[config.mk]
export PLATFORM = sky130hd
export DESIGN_NAME = stepper_step_gen_flat
export DESIGN_NICKNAME = d
export VERILOG_FILES = /design/src/rtl/stepper_step_gen_if.sv /design/src/rtl/stepper_step_gen.sv /design/src/flat_wrapper.sv
export SDC_FILE = /design/constraint.sdc
export NUM_CORES = 1
export LEC_CHECK = 0
export BUFFER_PORTS_ARGS = -buffer_cell sky130_fd_sc_hd__buf_2
export CELL_PAD_IN_SITES_DETAIL_PLACEMENT = 1
export CELL_PAD_IN_SITES_GLOBAL_PLACEMENT = 2
export CORE_ASPECT_RATIO = 1.75
export CORE_MARGIN = 1
export CORE_UTILIZATION = 32
export DETAILED_ROUTE_END_ITERATION = 10
export PLACE_DENSITY_LB_ADDON = 0.3
export SKIP_CTS_REPAIR_TIMING = 1
export SLEW_MARGIN = 20
export SYNTH_ARGS = -nofsm -noshare
export SYNTH_HDL_FRONTEND = slang
export SYNTH_SLANG_ARGS = --single-unit
[constraint.sdc]
create_clock -name clock -period 3.6 [get_ports clock]
set_clock_uncertainty 0.1 [all_clocks]
set_input_delay 0.36 -clock clock [delete_from_list [all_inputs] [get_ports clock]]
set_output_delay 0.36 -clock clock [all_outputs]
set_load 0.02 [all_outputs]
[src/rtl/stepper_step_gen_if.sv]
// Signal bundle between the register file and the step/direction generator.
// The register-file side drives the run/direction/period/zero requests
// (master); the generator drives the motor pins and the position readback
// (slave).
interface stepper_step_gen_if #(
   parameter int PERIOD_W = 18
);
   logic                motor_on;
   logic                motor_dir;
   logic [PERIOD_W-1:0] period;
   logic                zero_pos;
   logic                step;
   logic                dir_out;
   logic                en_out;
   logic                moving;
   logic signed [31:0]  position;

   modport master (
      output motor_on, motor_dir, period, zero_pos,
      input  step, dir_out, en_out, moving, position
   );

   modport slave (
      input  motor_on, motor_dir, period, zero_pos,
      output step, dir_out, en_out, moving, position
   );
endinterface

[src/rtl/stepper_step_gen.sv]
// Step/direction pulse generator for the stepper motor header.
// IDLE -> SETUP (DIR settles) -> HIGH (STEP pulse) -> LOW (rest of period),
// then HIGH again, SETUP on a direction change, or IDLE when the run request
// is gone. All pins and the signed step position are registered.
module stepper_step_gen #(
   parameter int PERIOD_W     = 18,
   parameter int PULSE_CYCLES = 4,
   parameter int DIR_SETUP    = 8
) (
   input logic                clock,
   input logic                reset,
   stepper_step_gen_if.slave  bus
);

   typedef enum logic [1:0] {
      IDLE  = 2'd0,
      SETUP = 2'd1,
      HIGH  = 2'd2,
      LOW   = 2'd3
   } state_t;

   localparam logic [PERIOD_W-1:0] SETUP_LAST = PERIOD_W'(DIR_SETUP - 1);
   localparam logic [PERIOD_W-1:0] PULSE_LAST = PERIOD_W'(PULSE_CYCLES - 1);
   localparam logic [PERIOD_W-1:0] PULSE_P1   = PERIOD_W'(PULSE_CYCLES + 1);
   localparam logic [PERIOD_W-1:0] MIN_PERIOD = PERIOD_W'(2 * PULSE_CYCLES);

   state_t                state_q, state_d;
   logic [PERIOD_W-1:0]   cnt_q, cnt_d;
   logic [PERIOD_W-1:0]   per_q, per_d;
   logic                  step_q, step_d;
   logic                  dir_q, dir_d;
   logic                  en_q, en_d;
   logic signed [31:0]    pos_q, pos_d;
   logic [PERIOD_W-1:0]   low_last;

   // A period shorter than one high plus one equally long low phase is
   // clamped up so the STEP low time never drops below the pulse width.
   function automatic logic [PERIOD_W-1:0] eff_period(input logic [PERIOD_W-1:0] req);
      eff_period = (req < MIN_PERIOD) ? MIN_PERIOD : req;
   endfunction

   // Position moves by one step in the latched direction, wrapping mod 2^32.
   function automatic logic signed [31:0] step_pos(input logic signed [31:0] pos,
                                                   input logic              fwd);
      step_pos = fwd ? (pos + 32'sd1) : (pos - 32'sd1);
   endfunction

   // Last LOW count: the latched period minus the high time, minus one.
   // The latched period is never below 2*PULSE_CYCLES, so this cannot underflow.
   assign low_last = per_q - PULSE_P1;

   // Next-state, counter, pin and position logic.
   always_comb begin
      state_d = state_q;
      cnt_d   = cnt_q;
      per_d   = per_q;
      step_d  = step_q;
      dir_d   = dir_q;
      en_d    = en_q;
      pos_d   = pos_q;

      case (state_q)
         IDLE: begin
            step_d = 1'b0;
            en_d   = 1'b0;
            cnt_d  = '0;
            if (bus.motor_on) begin
               state_d = SETUP;
               dir_d   = bus.motor_dir;
               en_d    = 1'b1;
            end
         end

         SETUP: begin
            if (cnt_q == SETUP_LAST) begin
               state_d = HIGH;
               cnt_d   = '0;
               step_d  = 1'b1;
               per_d   = eff_period(bus.period);
               pos_d   = step_pos(pos_q, dir_q);
            end else begin
               cnt_d = cnt_q + 1'b1;
            end
         end

         HIGH: begin
            if (cnt_q == PULSE_LAST) begin
               state_d = LOW;
               cnt_d   = '0;
               step_d  = 1'b0;
            end else begin
               cnt_d = cnt_q + 1'b1;
            end
         end

         LOW: begin
            if (cnt_q == low_last) begin
               cnt_d = '0;
               if (!bus.motor_on) begin
                  state_d = IDLE;
                  en_d    = 1'b0;
               end else if (bus.motor_dir != dir_q) begin
                  state_d = SETUP;
                  dir_d   = bus.motor_dir;
               end else begin
                  state_d = HIGH;
                  step_d  = 1'b1;
                  per_d   = eff_period(bus.period);
                  pos_d   = step_pos(pos_q, dir_q);
               end
            end else begin
               cnt_d = cnt_q + 1'b1;
            end
         end

         default: begin
            state_d = IDLE;
            step_d  = 1'b0;
            en_d    = 1'b0;
            cnt_d   = '0;
         end
      endcase

      // Software zeroing overrides a coincident step; the pulse still goes out.
      if (bus.zero_pos) begin
         pos_d = '0;
      end
   end

   // State register and registered outputs with synchronous reset.
   always_ff @(posedge clock) begin
      if (reset) begin
         state_q <= IDLE;
         cnt_q   <= '0;
         per_q   <= MIN_PERIOD;
         step_q  <= 1'b0;
         dir_q   <= 1'b0;
         en_q    <= 1'b0;
         pos_q   <= '0;
      end else begin
         state_q <= state_d;
         cnt_q   <= cnt_d;
         per_q   <= per_d;
         step_q  <= step_d;
         dir_q   <= dir_d;
         en_q    <= en_d;
         pos_q   <= pos_d;
      end
   end

   assign bus.step     = step_q;
   assign bus.dir_out  = dir_q;
   assign bus.en_out   = en_q;
   assign bus.moving   = en_q;
   assign bus.position = pos_q;

endmodule

[src/flat_wrapper.sv]
// flat-port wrapper written by rule: the top's interface ports become plain ports
module stepper_step_gen_flat 
#(
   parameter int PERIOD_W     = 18,
   parameter int PULSE_CYCLES = 4,
   parameter int DIR_SETUP    = 8
)
  (clock, reset, bus_motor_on, bus_motor_dir, bus_period, bus_zero_pos, bus_step, bus_dir_out, bus_en_out, bus_moving, bus_position);
  stepper_step_gen_if #(.PERIOD_W(PERIOD_W)) bus_i ();
  input logic clock;
  input logic reset;
  input wire logic [$bits(bus_i.motor_on)-1:0] bus_motor_on;
  input wire logic [$bits(bus_i.motor_dir)-1:0] bus_motor_dir;
  input wire logic [$bits(bus_i.period)-1:0] bus_period;
  input wire logic [$bits(bus_i.zero_pos)-1:0] bus_zero_pos;
  output wire logic [$bits(bus_i.step)-1:0] bus_step;
  output wire logic [$bits(bus_i.dir_out)-1:0] bus_dir_out;
  output wire logic [$bits(bus_i.en_out)-1:0] bus_en_out;
  output wire logic [$bits(bus_i.moving)-1:0] bus_moving;
  output wire logic [$bits(bus_i.position)-1:0] bus_position;
  assign bus_i.motor_on = bus_motor_on;
  assign bus_i.motor_dir = bus_motor_dir;
  assign bus_i.period = bus_period;
  assign bus_i.zero_pos = bus_zero_pos;
  assign bus_step = bus_i.step;
  assign bus_dir_out = bus_i.dir_out;
  assign bus_en_out = bus_i.en_out;
  assign bus_moving = bus_i.moving;
  assign bus_position = bus_i.position;
  stepper_step_gen #(.PERIOD_W(PERIOD_W), .PULSE_CYCLES(PULSE_CYCLES), .DIR_SETUP(DIR_SETUP)) u_core (.clock(clock), .reset(reset), .bus(bus_i));
endmodule
==> flow_metrics.tcl, run 1 <==
set metrics [dict create \
    async_reset_ff_frac 0 \
    final_max_slew_viol_count 0 \
    worstSetupEndpointType "register" \
    route.antenna.remaining_nets 0 \
    die_width_um 98.1 \
    grt_overflow_total 0 \
    first_global_vias 5072 \
    clk_pin_slew_ps 70 \
    r2r_start "u_core.per_q[0]" \
    placeableCoreArea_um2 15900 \
    grt_max_degree 37 \
    synth.ff_latch_count 73 \
    min-delay-start "bus_period[6]" \
    synth-edff-count 0 \
    cts_buffers 9 \
    ys.warnings.count 0 \
    detail_route.wirelength_um 15700 \
    remaining_drc_errors 4 \
    post-route-worst-setup-slack_ps 232 \
    final_common_cell "nor2_1" \
    yosysSeqAreaShare 0.283 \
    die_h_um 170 \
    drt_first_pass_iters 7 \
    std_cell_rows 61 \
    start_util 0.326 \
    timing.hold.worst.class "in -> reg" \
    ys_dominant_reg_cell "dfxtp_1" \
    area_growth_syn_to_layout_pct 16.2 \
    synthCells 610 \
    post_drt_wl_per_cell_um 18.2 \
    worst_reg_to_reg_setup_slack_ps 230 \
    final_layout_size_suffix_gt1_frac 0.174 \
    run_status "finished, violations left" \
    cts-htree-levels 3 \
    clock_tree_from_tritoncts "built" \
    clock_tree.root_cell "clkbuf_16" \
    layout.cells.most_common_list "nor2_1 (75), dfxtp_1 (73), buf_2 (58)" \
    max_cap_violations 0 \
    antenna-diode-count 0 \
    hold-worst-slack_ps 173 \
    critical_path_at_ps 3480 \
    detailedPlace.worstSlack_ps 233 \
    synth_fp_nets 666 \
    die_area_um2 16700 \
    rr_worst_depth 12 \
    critical_path_class "reg -> reg" \
    critical_path.reg2reg.endpoint "u_core.cnt_q[3]" \
    cellLeakagePower_uw 0.00248 \
    layout.cell_area.non_filler_um2 6010 \
    viasPerCell 5.44 \
    dpl-instance-area_um2 5700 \
    finalWeightedCongestion 0.902 \
    grt_antenna_before_repair 0 \
    power.density_nw_per_um2 328 \
    worst_slew_margin_rel 0.590 \
    drt-initial-drc-count 83 \
    tritoncts_num_sinks 73 \
    hold_viol_final 0 \
    clock_latency_ps 340 \
    setup_tns_ps 0 \
    timing.hold.worst_path_depth 3 \
    fmax_achieved_mhz 297 \
    final_core_util 0.378 \
    netlist_area_um2 5170 \
    grt_use_total 0.194 \
    rsz0062_at_grt "false" \
    synth_cell_type_count 71 \
    final_cycle_utilization_of_the_critical_path 0.936 \
    final-setup-viol-count 0 \
    worstHoldEndpoint "u_core.per_q[6]" \
    place.detailed.hpwl_um 12500 \
    synth.avg_cell_area_um2 8.48 \
    violated_checks "design-rule violations" \
    final_net_count 725 \
    worst_slew_pin_slew_ps 609 \
    portBuffers 58 \
    cts_max_path_buffers 2 \
    minimum_clock_period_after_layout_ps 3370 \
    cp-start-kind "register" \
    power.ir.vdd_worst_v 0.000215 \
    worst-path-max-fanout 13 \
    first_pass_grt_wire_length_um 25300 \
    ios 59 \
    crit_required_ps 3720 \
    vias 4691 \
]
[metrics by stage]
stage / std cells / power [µW]
after floorplan: 610 / 1000
after global placement: 847 / 1070
after detailed placement: 847 / 1080
after CTS: 863 / 1990
after global routing: 863 / 2050
final: 863 / 1970
[cell families after synthesis]
| group | synth area share |
|---|---|
| xor+xnor | 0.119 |
| buf+inv | 0.0399 |
| fa+ha+maj | 0.0813 |
| flops | 0.283 |
| simple gates | 0.228 |
| mux | 0.0799 |
| compound gates | 0.170 |
[how the worst max path moves through the flow]
| stage | startpoint | to | slack (ps) | cells past startpoint |
|---|---|---|---|---|
| finish | u_core.per_q[0] | u_core.cnt_q[3] | 230 | 12 |
| global route | u_core.per_q[0] | u_core.cnt_q[3] | 40 | 12 |
| CTS | u_core.per_q[0] | u_core.cnt_q[3] | 200 | 12 |
| detailed placement | u_core.per_q[0] | u_core.cnt_q[3] | 230 | 12 |
| global placement | u_core.bus.dir_out | u_core.bus.position[22] | 300 | 12 |
| floorplan | u_core.bus.dir_out | u_core.bus.position[31] | 110 | 12 |
[cell type report]
class	count	area, µm²
Fill cell	1914	9870
Multi-Input combinational cell	496	3540
Sequential cell	73	1460
Timing Repair Buffer	74	427
Tap cell	189	236
Clock buffer	11	233
Clock inverter	5	56.3
Inverter	15	56.3
[cell usage after synthesis (3+ instances only)]
cell / number / share of area
nor2_1: 75 / 0.054
inv_1: 14 / 0.010
nor4_1: 10 / 0.012
nand4_1: 9 / 0.011
nor2_4: 9 / 0.020
xor2_1: 26 / 0.044
a21o_1: 20 / 0.029
dfxtp_1: 73 / 0.28
nand3_1: 19 / 0.018
buf_2: 8 / 0.0077
and2_1: 3 / 0.0036
o21ai_0: 14 / 0.014
or3_1: 4 / 0.0048
ha_1: 32 / 0.077
mux2i_1: 39 / 0.076
a211oi_1: 6 / 0.0087
o21a_1: 4 / 0.0058
a21boi_0: 3 / 0.0044
o21bai_1: 5 / 0.0073
buf_4: 3 / 0.0044
nand2_1: 34 / 0.025
o22ai_1: 8 / 0.0097
a21oi_1: 35 / 0.034
nand2b_1: 10 / 0.012
a221oi_1: 3 / 0.0051
nor2b_1: 3 / 0.0036
o211ai_1: 5 / 0.0073
clkbuf_1: 11 / 0.0080
nor3_1: 14 / 0.014
a31oi_1: 6 / 0.0073
and3_1: 10 / 0.012
xnor2_1: 44 / 0.075
[registers in the layout, indices dropped and copies added, names as in the netlist]
name and flops:
u_core.bus.dir_out 1, u_core.bus.en_out 1, u_core.bus.position 32, u_core.bus.step 1
u_core.cnt_q 18, u_core.per_q 18, u_core.state_q 2
[worst max-delay path: stages, from the launching register on]
cell and delay [ps]:
dfxtp_1 390, inv_1 80, ha_1 230, nand2b_1 250, nand2_1 210, a21oi_1 80
or4b_1 470, o311ai_1 140, and4_1 480, nand2b_1 160, a311o_1 220, buf_4 330
nor2_1 100
[power by group]
| part | switching [µW] | total, µW | internal [µW] | leakage (µW) |
|---|---|---|---|---|
| combinational | 151 | 243 | 92.0 | 0.00175 |
| clock | 371 | 908 | 537 | 0.000139 |
| sequential | 6.71 | 819 | 813 | 0.000589 |
| total | 529 | 1970 | 1440 | 0.00248 |
[per-layer routing]
metal,global-route usage,part of all wire
met5,0,0
met4,0.0810,0.028
met3,0.0209,0.015
met2,0.420,0.60
met1,0.175,0.36
No activity file was read; power rests on OpenSTA's default activity.
==> run 2, diff against run 1 <==
--- a/config.mk
+++ b/config.mk
@@ -9,8 +9,8 @@
 export CELL_PAD_IN_SITES_DETAIL_PLACEMENT = 1
 export CELL_PAD_IN_SITES_GLOBAL_PLACEMENT = 2
 export CORE_ASPECT_RATIO = 1.75
-export CORE_MARGIN = 1
-export CORE_UTILIZATION = 32
+export CORE_UTILIZATION = 33
+export CTS_BUF_LIST = sky130_fd_sc_hd__clkbuf_4
 export DETAILED_ROUTE_END_ITERATION = 10
 export PLACE_DENSITY_LB_ADDON = 0.3
 export SKIP_CTS_REPAIR_TIMING = 1
==> run 2 against run 1 <==
Against the previous run: critical path type unchanged; clock power shrank 39%; first-iteration DRC count shrank 12%; worst hold slack lost 110 ps; routed wire length shrank 1.7%; design area shrank 2.2%; global-route usage grew 0.22 points; sequential share of layout area grew 0.55 points; utilization grew 0.52 points; worst setup slack lost 6.8 ps; largest cell class unchanged; the flow now finishes without violations; count of clock-buffer cells in the layout shrank 1; highest routed layer unchanged; register-to-register slack is essentially flat.
==> flow_metrics.tcl, run 2 (synthesis gave the netlist of run 1 again) <==
set metrics [dict create \
    run_status "completed" \
    worstSetupEndpointType "register" \
    post_drt_wl_per_cell_um 17.9 \
    final_max_slew_viol_count 0 \
    multi_input_area_um2 3520 \
    hold-worst-slack_ps 58.7 \
    setup_tns_ps 0 \
    final_core_util 0.383 \
    cts_max_path_buffers 2 \
    hold_viol_final 0 \
    grt_antenna_before_repair 1 \
    power.switching_uw 488 \
    use_met3 0.0242 \
    drt-initial-drc-count 73 \
    cp-start-kind "register" \
    vias 4700 \
    worst_slew_margin_rel 0.550 \
    pwr-share-seq 0.508 \
    max_cap_violations 0 \
    worst_slew_pin_slew_ps 675 \
    layout.cell_area.non_filler_um2 5870 \
    fmax_achieved_mhz 296 \
    p_int_uw 1130 \
    first_global_vias 5155 \
    rsz0062_at_grt "false" \
    die_width_um 96.6 \
    final_common_cell "nor2_1" \
    final-setup-viol-count 0 \
    globalRoute.busiestLayer "met2" \
    area_growth_syn_to_layout_pct 13.6 \
    finalWeightedCongestion 0.834 \
    num-fill-cells 1893 \
    power.combinational.fraction 0.149 \
    place.detailed.hpwl_um 12400 \
    critical_path_class "reg -> reg" \
    start_util 0.338 \
    final_cycle_utilization_of_the_critical_path 0.937 \
    cellLeakagePower_uw 0.00242 \
    die_h_um 168 \
    cts-htree-levels 3 \
    power.ir.vdd_worst_v 0.000152 \
    detailedPlace.worstSlack_ps 260 \
    critical_path_at_ps 3610 \
    grt_use_total 0.197 \
    tritoncts_num_sinks 73 \
    flip_flop_count_of_the_largest_register_all_copies_and_words_added 32 \
    die_area_um2 16200 \
    timing.hold.worst.class "in -> reg" \
    std_cell_rows 60 \
    layout.area.seq_um2 1460 \
    grt_max_degree 34 \
    post-route-worst-setup-slack_ps 225 \
    dpl-instance-area_um2 5730 \
    clock_tree_from_tritoncts "built" \
    portBuffers 58 \
    minimum_clock_period_after_layout_ps 3370 \
    route.antenna.remaining_nets 0 \
    drt_first_pass_iters 4 \
    share_clk_of_total_power 0.343 \
    grt_overflow_total 0 \
    met1_usage 0.182 \
    ios 59 \
    final_net_count 726 \
    netSwitchingFraction 0.303 \
    detail_route.wirelength_um 15400 \
    clk_pin_slew_ps 140 \
    clock_tree.root_cell "clkbuf_4" \
    cts_buffers 9 \
    viasPerCell 5.45 \
    crit_required_ps 3830 \
    global_route.usage.met2 0.399 \
    final_layout_size_suffix_gt1_frac 0.173 \
    placeableCoreArea_um2 15300 \
    remaining_drc_errors 0 \
    power.density_nw_per_um2 275 \
    first_pass_grt_wire_length_um 25500 \
    layout.cells.most_common_list "nor2_1 (75), dfxtp_1 (73), buf_2 (58)" \
    worst-path-max-fanout 13 \
    clock_latency_ps 470 \
]
[run 2: final timing paths]
| kind | endpoint | slack (ps) | from | cells past startpoint |
|---|---|---|---|---|
| min | u_core.per_q[10] | 60 | bus_period[10] | 3 |
| max | u_core.cnt_q[3] | 230 | u_core.per_q[0] | 12 |
| max reg2reg | u_core.cnt_q[3] | 230 | u_core.per_q[0] | 12 |
| min reg2reg | u_core.bus.position[25] | 390 | u_core.bus.position[25] | 2 |
[run 2: power by group through the flow]
stage / clock (µW) / combinational (µW) / sequential [µW]
2_1_floorplan: 0 / 166 / 838
5_1_grt: 600 / 267 / 821
4_1_cts: 579 / 244 / 820
3_3_place_gp: 0 / 236 / 837
6_report: 553 / 241 / 819
3_5_place_dp: 0 / 242 / 837
[run 2: cell type report]
cell class	instances	area share
tap	186	0.0396
multi-input combinational	496	0.599
timing repair buffer	75	0.0775
clock buffer	10	0.0128
clock inverter	6	0.0117
inverter	15	0.00959
sequential	73	0.249
antenna	1	0.000426
[run 2: routing by layer]
| layer | wire length [µm] | up-vias |
|---|---|---|
| met5 | 0 | - |
| met3 | 288 | 40 |
| met4 | 732 | 0 |
| li1 | - | 2314 |
| met1 | 5440 | 2265 |
| met2 | 8980 | 81 |
[run 2: critical path, stage by stage (launching register included)]
cell,delay (ps)
dfxtp_1,420
inv_1,80
ha_1,240
nand2b_1,240
nand2_1,200
a21oi_1,80
or4b_1,470
o311ai_1,150
and4_1,500
nand2b_1,160
a311o_1,200
buf_4,320
nor2_1,90
[run 2: through the flow]
stage	cells	total power, µW
6_report	862	1610
3_5_place_dp	845	1080
4_1_cts	861	1640
2_1_floorplan	610	1000
5_1_grt	862	1690
3_3_place_gp	845	1070
==> run 3, diff against run 2 <==
--- a/config.mk
+++ b/config.mk
@@ -13,6 +13,7 @@
 export CTS_BUF_LIST = sky130_fd_sc_hd__clkbuf_4
 export DETAILED_ROUTE_END_ITERATION = 10
 export PLACE_DENSITY_LB_ADDON = 0.3
+export RECOVER_POWER = 100
 export SKIP_CTS_REPAIR_TIMING = 1
 export SLEW_MARGIN = 20
 export SYNTH_ARGS = -nofsm -noshare
==> run 3 against run 2 <==
Against the previous run: count of clock-buffer cells in the layout stayed put; cell count stayed put; largest cell class unchanged; global-route usage stayed put; fmax is 1.7% higher; sequential cell count stayed put; critical path type unchanged; design area is 1.6% lower; non-clock buffer count stayed put; total power is 0.41% lower; first-iteration DRC count is 2.7% lower; sequential share of layout area is 0.40 points higher; register-to-register slack better by 60 ps.
==> flow_metrics.tcl, run 3 (synthesis gave the netlist of run 1 again) <==
set metrics [dict create \
    place.detailed.hpwl_um 12400 \
    globalRoute.busiestLayer "met2" \
    layout.cells.most_common_list "nor2_1 (81), dfxtp_1 (73), xnor2_1 (44)" \
    final_common_cell "nor2_1" \
    cp-start-kind "register" \
    startpoint "u_core.per_q[0]" \
    cellLeakagePower_uw 0.00225 \
    route.antenna.remaining_nets 0 \
    portBuffers 58 \
    grt_use_total 0.197 \
    area_growth_syn_to_layout_pct 11.8 \
    placeableCoreArea_um2 15300 \
    critical_path_class "reg -> reg" \
    cts_max_path_buffers 2 \
    minimum_clock_period_after_layout_ps 3320 \
    final_layout_size_suffix_gt1_frac 0.110 \
    final_cycle_utilization_of_the_critical_path 0.922 \
    clock_tree_from_tritoncts "built" \
    rr_worst_depth 11 \
    std_cell_rows 60 \
    post_drt_wl_per_cell_um 17.9 \
    global_route.usage.met2 0.399 \
    finish.cell_count_without_fillers 862 \
    num-fill-cells 1905 \
    use_met3 0.0242 \
    final_max_slew_viol_count 0 \
    grt_antenna_before_repair 1 \
    remaining_drc_errors 0 \
    ios 59 \
    fmax_achieved_mhz 301 \
    die_area_um2 16200 \
    first_global_vias 5155 \
    timing.hold.worst_path_depth 3 \
    rsz0062_at_grt "false" \
    r2r_start "u_core.per_q[0]" \
    hold_viol_final 0 \
    timing.hold.worst.class "in -> reg" \
    final-setup-viol-count 0 \
    clk_pin_slew_ps 150 \
    critical_path_at_ps 3630 \
    dpl.cell_count 845 \
    p_total_uw 1610 \
    worst-path-max-fanout 8 \
    start_util 0.338 \
    run_status "completed" \
    grt_max_degree 34 \
    clock_tree.root_cell "clkbuf_4" \
    detailedPlace.worstSlack_ps 260 \
    setup_tns_ps 0 \
    tritoncts_num_sinks 73 \
    viasPerCell 5.47 \
    vias 4717 \
    max_cap_violations 0 \
    post-route-worst-setup-slack_ps 282 \
    layout.cell_area.non_filler_um2 5780 \
    finalWeightedCongestion 0.834 \
    cts_buffers 9 \
    min-delay-start "bus_period[5]" \
    worst_reg_to_reg_setup_slack_ps 280 \
    worstHoldEndpoint "u_core.per_q[5]" \
    cts-htree-levels 3 \
    crit_required_ps 3910 \
    detail_route.wirelength_um 15500 \
    worst_slew_margin_rel 0.549 \
    flip_flop_count_of_the_largest_register_all_copies_and_words_added 32 \
    final_net_count 726 \
    worst_slew_pin_slew_ps 677 \
    worstSetupEndpointType "register" \
    first_pass_grt_wire_length_um 25500 \
    dpl-instance-area_um2 5730 \
    die_width_um 96.6 \
    die_h_um 168 \
    drt-initial-drc-count 71 \
    met1_usage 0.182 \
    grt_overflow_total 0 \
    power.density_nw_per_um2 278 \
    clock_latency_ps 470 \
    drt_first_pass_iters 4 \
    critical_path.reg2reg.endpoint "u_core.bus.position[31]" \
    power.ir.vdd_worst_v 0.000152 \
]
-- run 3: cell count changes in the layout (fill, tap and decap cells not counted), sizes merged --
cell    before  now
buf         75   38
clkbuf      10   47
-- run 3: routing by layer --
layer  share of wire  routed length [µm]  up-vias
li1                -                   -     2315
met1            0.35                5450     2277
met2            0.58                8950       86
met3           0.022                 338       39
met4           0.047                 720        0
met5               0                   0        -
-- run 3: cell type report --
| class | count | area (µm²) | area share |
|---|---|---|---|
| clock buffer | 10 | 75.1 | 0.0130 |
| clock inverter | 6 | 68.8 | 0.0119 |
| inverter | 15 | 56.3 | 0.00974 |
| multi-input combinational | 496 | 3490 | 0.603 |
| sequential | 73 | 1460 | 0.253 |
| timing repair buffer | 75 | 398 | 0.0688 |
| tap | 186 | 233 | 0.0403 |
| antenna | 1 | 2.50 | 0.000433 |
-- run 3: worst max path at each step --
stage | end | cells after the start
CTS | u_core.cnt_q[3] | 12
detailed placement | u_core.cnt_q[3] | 12
global placement | u_core.cnt_q[4] | 12
finish | u_core.bus.position[31] | 11
floorplan | u_core.bus.position[31] | 12
global route | u_core.bus.position[20] | 12
-- run 3: per-stage QoR --
stage                     utilization  hold slack [ps]
final                           0.377             59.8
after global routing            0.377             40.5
after CTS                       0.383             27.3
after detailed placement        0.374              380
after global placement          0.374              370
after floorplan                     -              358
-- run 3: critical path, cell delays in order, from the launching register on --
cell	delay (ps)
dfxtp_1	420
inv_1	80
ha_1	240
nand2b_1	240
nand2_1	190
a21oi_1	80
or4b_1	470
o311ai_1	150
and4_1	500
a31oi_4	170
or4_1	490
a21oi_1	140
-- run 3: power breakdown --
group / switching [µW] / internal [µW] / leakage, µW
logic: 146 / 88.6 / 0.00160
registers: 6.41 / 813 / 0.000589
clock network: 333 / 220 / 0.0000649
total: 486 / 1120 / 0.00225
